**src/rtl/sha_wb_master.sv**
```systemverilog
// Wishbone classic master that streams a 16-word block out to a hash core
// and reads back an 8-word digest, with a per-transaction ack timeout.
module sha_wb_master #(
    parameter logic [31:0] BASE_ADR = 32'h3000_0000,
    parameter int          TIMEOUT  = 255
) (
    input  logic         wb_clk_i,
    input  logic         wb_rst_i,
    input  logic         blk_we,
    input  logic [3:0]   blk_idx,
    input  logic [31:0]  blk_wdata,
    input  logic         start,
    output logic         wbm_cyc_o,
    output logic         wbm_stb_o,
    output logic         wbm_we_o,
    output logic [3:0]   wbm_sel_o,
    output logic [31:0]  wbm_adr_o,
    output logic [31:0]  wbm_dat_o,
    input  logic [31:0]  wbm_dat_i,
    input  logic         wbm_ack_i,
    output logic         busy,
    output logic         done,
    output logic         timeout_err,
    output logic [255:0] digest_o
);

    localparam logic [2:0] S_IDLE   = 3'd0;
    localparam logic [2:0] S_WR_REQ = 3'd1;
    localparam logic [2:0] S_WR_GAP = 3'd2;
    localparam logic [2:0] S_RD_REQ = 3'd3;
    localparam logic [2:0] S_RD_GAP = 3'd4;

    localparam logic [7:0] TLAST = 8'(TIMEOUT - 1);

    logic [2:0]   state_q, state_d;
    logic [3:0]   wcnt_q, wcnt_d;
    logic [7:0]   tcnt_q, tcnt_d;
    logic         err_q, err_d;
    logic         done_q, done_d;
    logic [255:0] digest_q, digest_d;
    logic [31:0]  buf_q [16];
    logic [2:0]   rd_slot;

    // Word 0 lands in the top 32 bits of the digest.
    assign rd_slot = 3'd7 - wcnt_q[2:0];

    always_comb begin
        state_d  = state_q;
        wcnt_d   = wcnt_q;
        tcnt_d   = tcnt_q;
        err_d    = err_q;
        done_d   = 1'b0;
        digest_d = digest_q;
        unique case (state_q)
            S_IDLE: begin
                if (start) begin
                    err_d   = 1'b0;
                    wcnt_d  = 4'd0;
                    tcnt_d  = 8'd0;
                    state_d = S_WR_REQ;
                end
            end
            S_WR_REQ: begin
                if (wbm_ack_i) begin
                    state_d = S_WR_GAP;
                end else if (tcnt_q == TLAST) begin
                    err_d   = 1'b1;
                    state_d = S_IDLE;
                end else begin
                    tcnt_d = tcnt_q + 8'd1;
                end
            end
            S_WR_GAP: begin
                tcnt_d = 8'd0;
                if (wcnt_q == 4'd15) begin
                    wcnt_d  = 4'd0;
                    state_d = S_RD_REQ;
                end else begin
                    wcnt_d  = wcnt_q + 4'd1;
                    state_d = S_WR_REQ;
                end
            end
            S_RD_REQ: begin
                if (wbm_ack_i) begin
                    digest_d[{rd_slot, 5'b0} +: 32] = wbm_dat_i;
                    state_d = S_RD_GAP;
                end else if (tcnt_q == TLAST) begin
                    err_d   = 1'b1;
                    state_d = S_IDLE;
                end else begin
                    tcnt_d = tcnt_q + 8'd1;
                end
            end
            S_RD_GAP: begin
                tcnt_d = 8'd0;
                if (wcnt_q == 4'd7) begin
                    wcnt_d  = 4'd0;
                    done_d  = 1'b1;
                    state_d = S_IDLE;
                end else begin
                    wcnt_d  = wcnt_q + 4'd1;
                    state_d = S_RD_REQ;
                end
            end
            default: begin
                state_d = S_IDLE;
            end
        endcase
    end

    always_ff @(posedge wb_clk_i or posedge wb_rst_i) begin
        if (wb_rst_i) begin
            state_q  <= S_IDLE;
            wcnt_q   <= 4'd0;
            tcnt_q   <= 8'd0;
            err_q    <= 1'b0;
            done_q   <= 1'b0;
            digest_q <= '0;
        end else begin
            state_q  <= state_d;
            wcnt_q   <= wcnt_d;
            tcnt_q   <= tcnt_d;
            err_q    <= err_d;
            done_q   <= done_d;
            digest_q <= digest_d;
        end
    end

    always_ff @(posedge wb_clk_i) begin
        if (blk_we && state_q == S_IDLE) begin
            buf_q[blk_idx] <= blk_wdata;
        end
    end

    always_comb begin
        wbm_cyc_o = (state_q == S_WR_REQ) || (state_q == S_RD_REQ);
        wbm_stb_o = wbm_cyc_o;
        wbm_we_o  = (state_q == S_WR_REQ);
        wbm_sel_o = wbm_we_o ? 4'hF : 4'h0;
        wbm_adr_o = BASE_ADR;
        wbm_dat_o = wbm_we_o ? buf_q[wcnt_q] : 32'h0;
    end

    assign busy        = (state_q != S_IDLE);
    assign done        = done_q;
    assign timeout_err = err_q;
    assign digest_o    = digest_q;

endmodule
```
**config.mk**
```make
export PLATFORM = sky130hd
export DESIGN_NAME = sha_wb_master
export DESIGN_NICKNAME = d
export VERILOG_FILES = /design/src/rtl/sha_wb_master.sv
export SDC_FILE = /design/constraint.sdc
export NUM_CORES = 1
export LEC_CHECK = 0
export ABC_AREA = 1
export CELL_PAD_IN_SITES_DETAIL_PLACEMENT = 1
export CELL_PAD_IN_SITES_GLOBAL_PLACEMENT = 2
export CORE_ASPECT_RATIO = 1.4
export CORE_MARGIN = 2
export CORE_UTILIZATION = 37
export CTS_BUF_LIST = sky130_fd_sc_hd__clkbuf_8
export DETAILED_ROUTE_END_ITERATION = 10
export PLACE_DENSITY = 0.95
export SYNTH_ARGS = -nofsm -noshare
export SYNTH_HDL_FRONTEND = slang
export SYNTH_SLANG_ARGS = --single-unit
```
**constraint.sdc**
```tcl
create_clock -name wb_clk_i -period 9.45 [get_ports wb_clk_i]
set_input_delay 0.945 -clock wb_clk_i [delete_from_list [all_inputs] [get_ports wb_clk_i]]
set_output_delay 0.945 -clock wb_clk_i [all_outputs]
set_load 0.02 [all_outputs]
```
* After elaboration in Yosys (flattened, before gate mapping)
Memory sizes are Yosys's and may differ from the RTL's. Cells that the tools add are included.
Word-level totals: word-level logic and storage cells 63, register bits after elaboration 273, memories kept 1, RAM bits 512
Memory list:
- buf_q | words 16, bits a word 32, rd ports 1, clocked after memory_dff 0, write ports 1, RTL line 41 | logic [31:0] buf_q [16];
Operators by class: eq/ne operators 11, reductions and logical operators 13, add/subtract/negate cells 4, shift operators 2, muxes and demuxes 26
Operator list (count):
- $bwmux 256 | 1
- $shift 32x10->256 const A | 1
- $shiftx 32x10->256 | 1
- $mux 32 | 1
- $mux 8 | 3
- $pmux 8 s3 | 1
- $mux 4 | 4
- $pmux 3 s5 | 1
- $mux 3 | 4
- $pmux 4 s3 | 1
- $neg 8->10 | 1
- $reduce_bool 3->1 | 3
- $add 8x1->8 const B | 1
- $eq 8x8->1 const B | 1
- $reduce_and 4->1 | 2
- $mux 1 | 7
- $eq 3x2->1 const B | 2
- $ne 2x2->1 const B | 3
- $add 4x1->4 const B | 1
- $eq 4x3->1 const B | 1
- $eq 4x4->1 const B | 1
- $mux 2 | 2
- $reduce_and 2->1 | 2
- $reduce_or 2->1 | 2
- 9 further kinds | 9

* Longest topological paths before layout
word-level depth 4, gate-level depth with buffers 10, depth with buffers taken out 9

* Worst setup path before layout
OpenSTA, ideal clock, no wires.
kind input to register, start point input port blk_we, end point memory buf_q[11][0], enable pin, slack 6350 ps, arrival 2679 ps, required time 9029 ps, stages on the path 4, cells stage by stage inv_1 -> nor2_1 -> nand3_1 -> nor2_1
Between the ends: longest elaborated chain between the ends 3
Ends and longest elaborated chain:
- from (decl) | RTL line 9 | input logic blk_we,
- $logic_and 1x1->1 | RTL line 130 | if (blk_we && state_q == S_IDLE) begin
- $mux 1 | RTL line 130
- $mux 1 (not written as such) | RTL line 131 | buf_q[blk_idx] <= blk_wdata;
- to (decl) | RTL line 41
Every way passes these cells.

* Final worst setup path
start point register wcnt_q[0], end point output port wbm_dat_o[6]
Between the ends: longest elaborated chain between the ends 2
Ends and longest elaborated chain:
- from (decl) | RTL line 36 | logic [3:0] wcnt_q, wcnt_d;
- from (signal assigned) | RTL line 121 | wcnt_q <= wcnt_d;
- $mem_v2 16x32
- $mux 32 | RTL line 141 | wbm_dat_o = wbm_we_o ? buf_q[wcnt_q] : 32'h0;
- to (decl) | RTL line 18 | output logic [31:0] wbm_dat_o,
Every way passes these cells.

==> flow_summary_export.csv <==
group,metric,value,unit
status,status,"finished, final reports clean",
final_layout,drive_gt1_share,6.25,%
sta,fin_crit_sh,61.3,%
final_layout,fin_util,45.3,%
grt,grt_start_max_net_pins,164,
drt,vias_per_cell,4.83,
logic_synthesis,seq_area_frac_synth,66.6,%
logic_synthesis,ys_ff_latch,785,
critical_path,slowest_delay,0.95,ns
critical_path,arrival,4.84,ns
worst_hold_path,hp-class,"flip-flop to flip-flop",
cts,clockBufferDepth,3,
grt,grt_pass1_vias,26528,
floorplan,ioPinCount,403,
drt,num_vias,24609,
sta,fmax,173,MHz
grt,grt_overflow,0,
cts,cts_hold_buffers,0,
critical_path,cp-start-kind,"flip-flop",
final_layout,syn_to_final_growth,21.4,%
final_layout,fillCellCount,10155,
drt,drt-pass1-iter-count,5,
grt,grt_pass1_wl,158,mm
logic_synthesis,async_reset_ff_share,34.8,%
cts,cts.repair.resized,0,
logic_synthesis,synth_ff_type,"edfxtp_1",
drt,route.detailed.drc,0,
floorplan,start_util,37.3,%
power_and_ir_drop,leakagePower,18.6,nW
critical_path,cp_common_cell,"nand2_1",
logic_synthesis,synthDistinctLibCells,34,
sta,post-route-min-period,5.79,ns
sta,tightest_slew,1.17,ns
cts,cts_sinks,785,
floorplan,die_w,258,µm
power_and_ir_drop,p_int,6.87,mW
drt,ant_nets,0,
critical_path,critPathKind,"flip-flop to primary output",
sta,relSlewSlack,21.8,%
cts,cts_tree,"done",
critical_path,worstPathCellList,"inv_8, buf_4, nand2_1, nand3_1, nand2_1, nand2_1, nand2_1, nor2_1, nor2_1, clkdlybuf4s50_1",
logic_synthesis,synth_warnings,0,
final_layout,fin_cells,5091,
cts,ctsRootBufferMaster,"clkbuf_8",
cts,insertion_delay,0.80,ns
critical_path,critPathRequiredTime,8.51,ns
cts,cts_made_buffers,119,
drt,dr.first_iter.drc_count,1240,
critical_path,reg2reg_slack,5.86,ns
sta,maxSlewViolCount,0,
placement,port_buffers,370,
floorplan,core,89500,µm²
logic_synthesis,syn_inst,3439,
cts,cts-htree-levels,3,
power_and_ir_drop,clockPowerShare,25.4,%
critical_path,cp-end-kind,"primary output",
logic_synthesis,synth_edf_count,512,
sta,finalHoldViolCount,0,
cts,post_cts_buffers,0,
power_and_ir_drop,ir_drop,181,µV
power_and_ir_drop,combPwrFrac,35.3,%
grt,antenna_found_initial,4,
power_and_ir_drop,p_per_area,273,nW/µm²
floorplan,dieArea,92600,µm²
logic_synthesis,synth_area,33300,µm²
power_and_ir_drop,p_sw,4.20,mW
sta,setup_violations,0,
final_layout,final_cell_mix,"nand2_1, inv_1, edfxtp_1, clkdlybuf4s50_1, nand3_1",
critical_path,cp_max_fo,157,
drt,wire_per_inst,20.3,µm
final_layout,final_common_cell,"nand2_1",
power_and_ir_drop,switching_share,38.0,%
final_layout,fin_nets,3881,
sta,hold_ws,0.480,ns
floorplan,fp-row-count,130,
sta,timing.setup.tns,0,ns
placement,gp_congestion,0.787,
placement,placed_cells,4871,
floorplan,die_h,359,µm
critical_path,slowest_stage,"buf_4",
grt,gr-usage-all-layers,22.4,%
placement,hpwl,61.2,mm
sta,rsz0062_at_grt,"no",
sta,finalClockSkew,0.0547,ns
power_and_ir_drop,seqPwrFrac,39.3,%
drt,totalWireLength,103,mm
power_and_ir_drop,finalPower,11.1,mW
job,maxCapViolCount,0,
cts,clkTransAtPathRegs,0.07,ns
logic_synthesis,syn_area_per_cell,9.69,µm²
-- state kept, by name, indices dropped and copies added (netlist names) --
name	count
state_q	3
digest_o	256
buf_q	512
timeout_err	1
tcnt_q	8
wcnt_q	4
done	1
-- layout make-up --
class / instances / area, µm² / area share [%]
well taps: 1188 / 1490 / 3.67
flip-flops and latches: 785 / 22200 / 54.9
clock buffers: 130 / 1790 / 4.42
diodes: 2 / 5.00 / 0.0124
clock inverters: 88 / 544 / 1.34
multi-input cells: 1859 / 8070 / 19.9
inverters: 635 / 2400 / 5.93
repair buffers: 404 / 3970 / 9.81
-- per-layer routing --
layer	vias up	track usage (%)	part of all wire [%]
met2	707	40.6	52
met4	4	8.93	3.4
li1	11431	-	-
met5	-	0	0.030
met1	12286	24.2	37
met3	181	6.65	7.7
-- logic make-up after synthesis --
logic type / after synthesis / synth area share (%)
other: 2 / 0.0225
AND/OR/NAND/NOR: 1553 / 19.1
AO/OA/AOI/OAI: 266 / 4.02
adder cells (fa/ha/maj): 4 / 0.150
XOR/XNOR: 4 / 0.105
buffers and inverters: 825 / 10.0
flip-flops: 785 / 66.6
-- stage by stage --
step / instance area (µm²) / setup slack (ns)
floorplan: 33500 / 0.981
global placement: 38100 / 4.46
detailed placement: 38100 / 4.47
CTS: 40500 / 3.52
global route: 40500 / 3.36
finish: 40500 / 3.66
-- power by group through the flow --
stage,combinational (mW),sequential [mW],clock [mW]
floorplan,1.98,4.67,0
detailed placement,3.94,4.41,0
finish,3.91,4.35,2.81
global placement,3.88,4.39,0
global route,4.31,4.40,3.01
CTS,3.97,4.35,2.88
-- cell usage after synthesis, types with 2 or more instances --
| master | count | area (µm²) |
|---|---|---|
| nand3_1 | 305 | 1530 |
| a31oi_1 | 2 | 12.5 |
| o21ai_0 | 89 | 445 |
| edfxtp_1 | 512 | 15400 |
| nor3_2 | 2 | 20.0 |
| nand2_1 | 1052 | 3950 |
| clkinv_1 | 2 | 7.51 |
| nor2_4 | 2 | 22.5 |
| buf_2 | 63 | 315 |
| ha_1 | 4 | 50.1 |
| nor2_2 | 2 | 12.5 |
| nand2_4 | 4 | 45.0 |
| xor2_1 | 3 | 26.3 |
| buf_1 | 7 | 26.3 |
| o21bai_1 | 2 | 15.0 |
| inv_1 | 631 | 2370 |
| nor2_1 | 172 | 646 |
| o21ai_1 | 113 | 566 |
| nand3_2 | 4 | 40.0 |
| a21oi_1 | 59 | 295 |
| buf_4 | 43 | 323 |
| nor2_8 | 2 | 40.0 |
| inv_2 | 2 | 7.51 |
| nand4_1 | 3 | 18.8 |
| clkbuf_1 | 77 | 289 |
| conb_1 | 2 | 7.51 |
| dfrtp_1 | 273 | 6830 |
-- worst paths after layout --
path                                   from       endpoint  cells past startpoint
worst max register to register    wcnt_q[1]  digest_o[108]                      8
worst min register to register  timeout_err    timeout_err                      2
worst max-delay path              wcnt_q[0]   wbm_dat_o[6]                     10
max in group asynchronous          wb_rst_i  digest_o[160]                      3
worst min-delay path            timeout_err    timeout_err                      2
min in group asynchronous          wb_rst_i   digest_o[50]                      2
-- worst max-delay path, delay by kind of cell, from the launching register on --
family	cells	cell delay (ns)
buf+inv	3	2.27
flops	1	0.74
simple gates	7	0.80
Note: power is estimated with default switching activity, not from simulation.
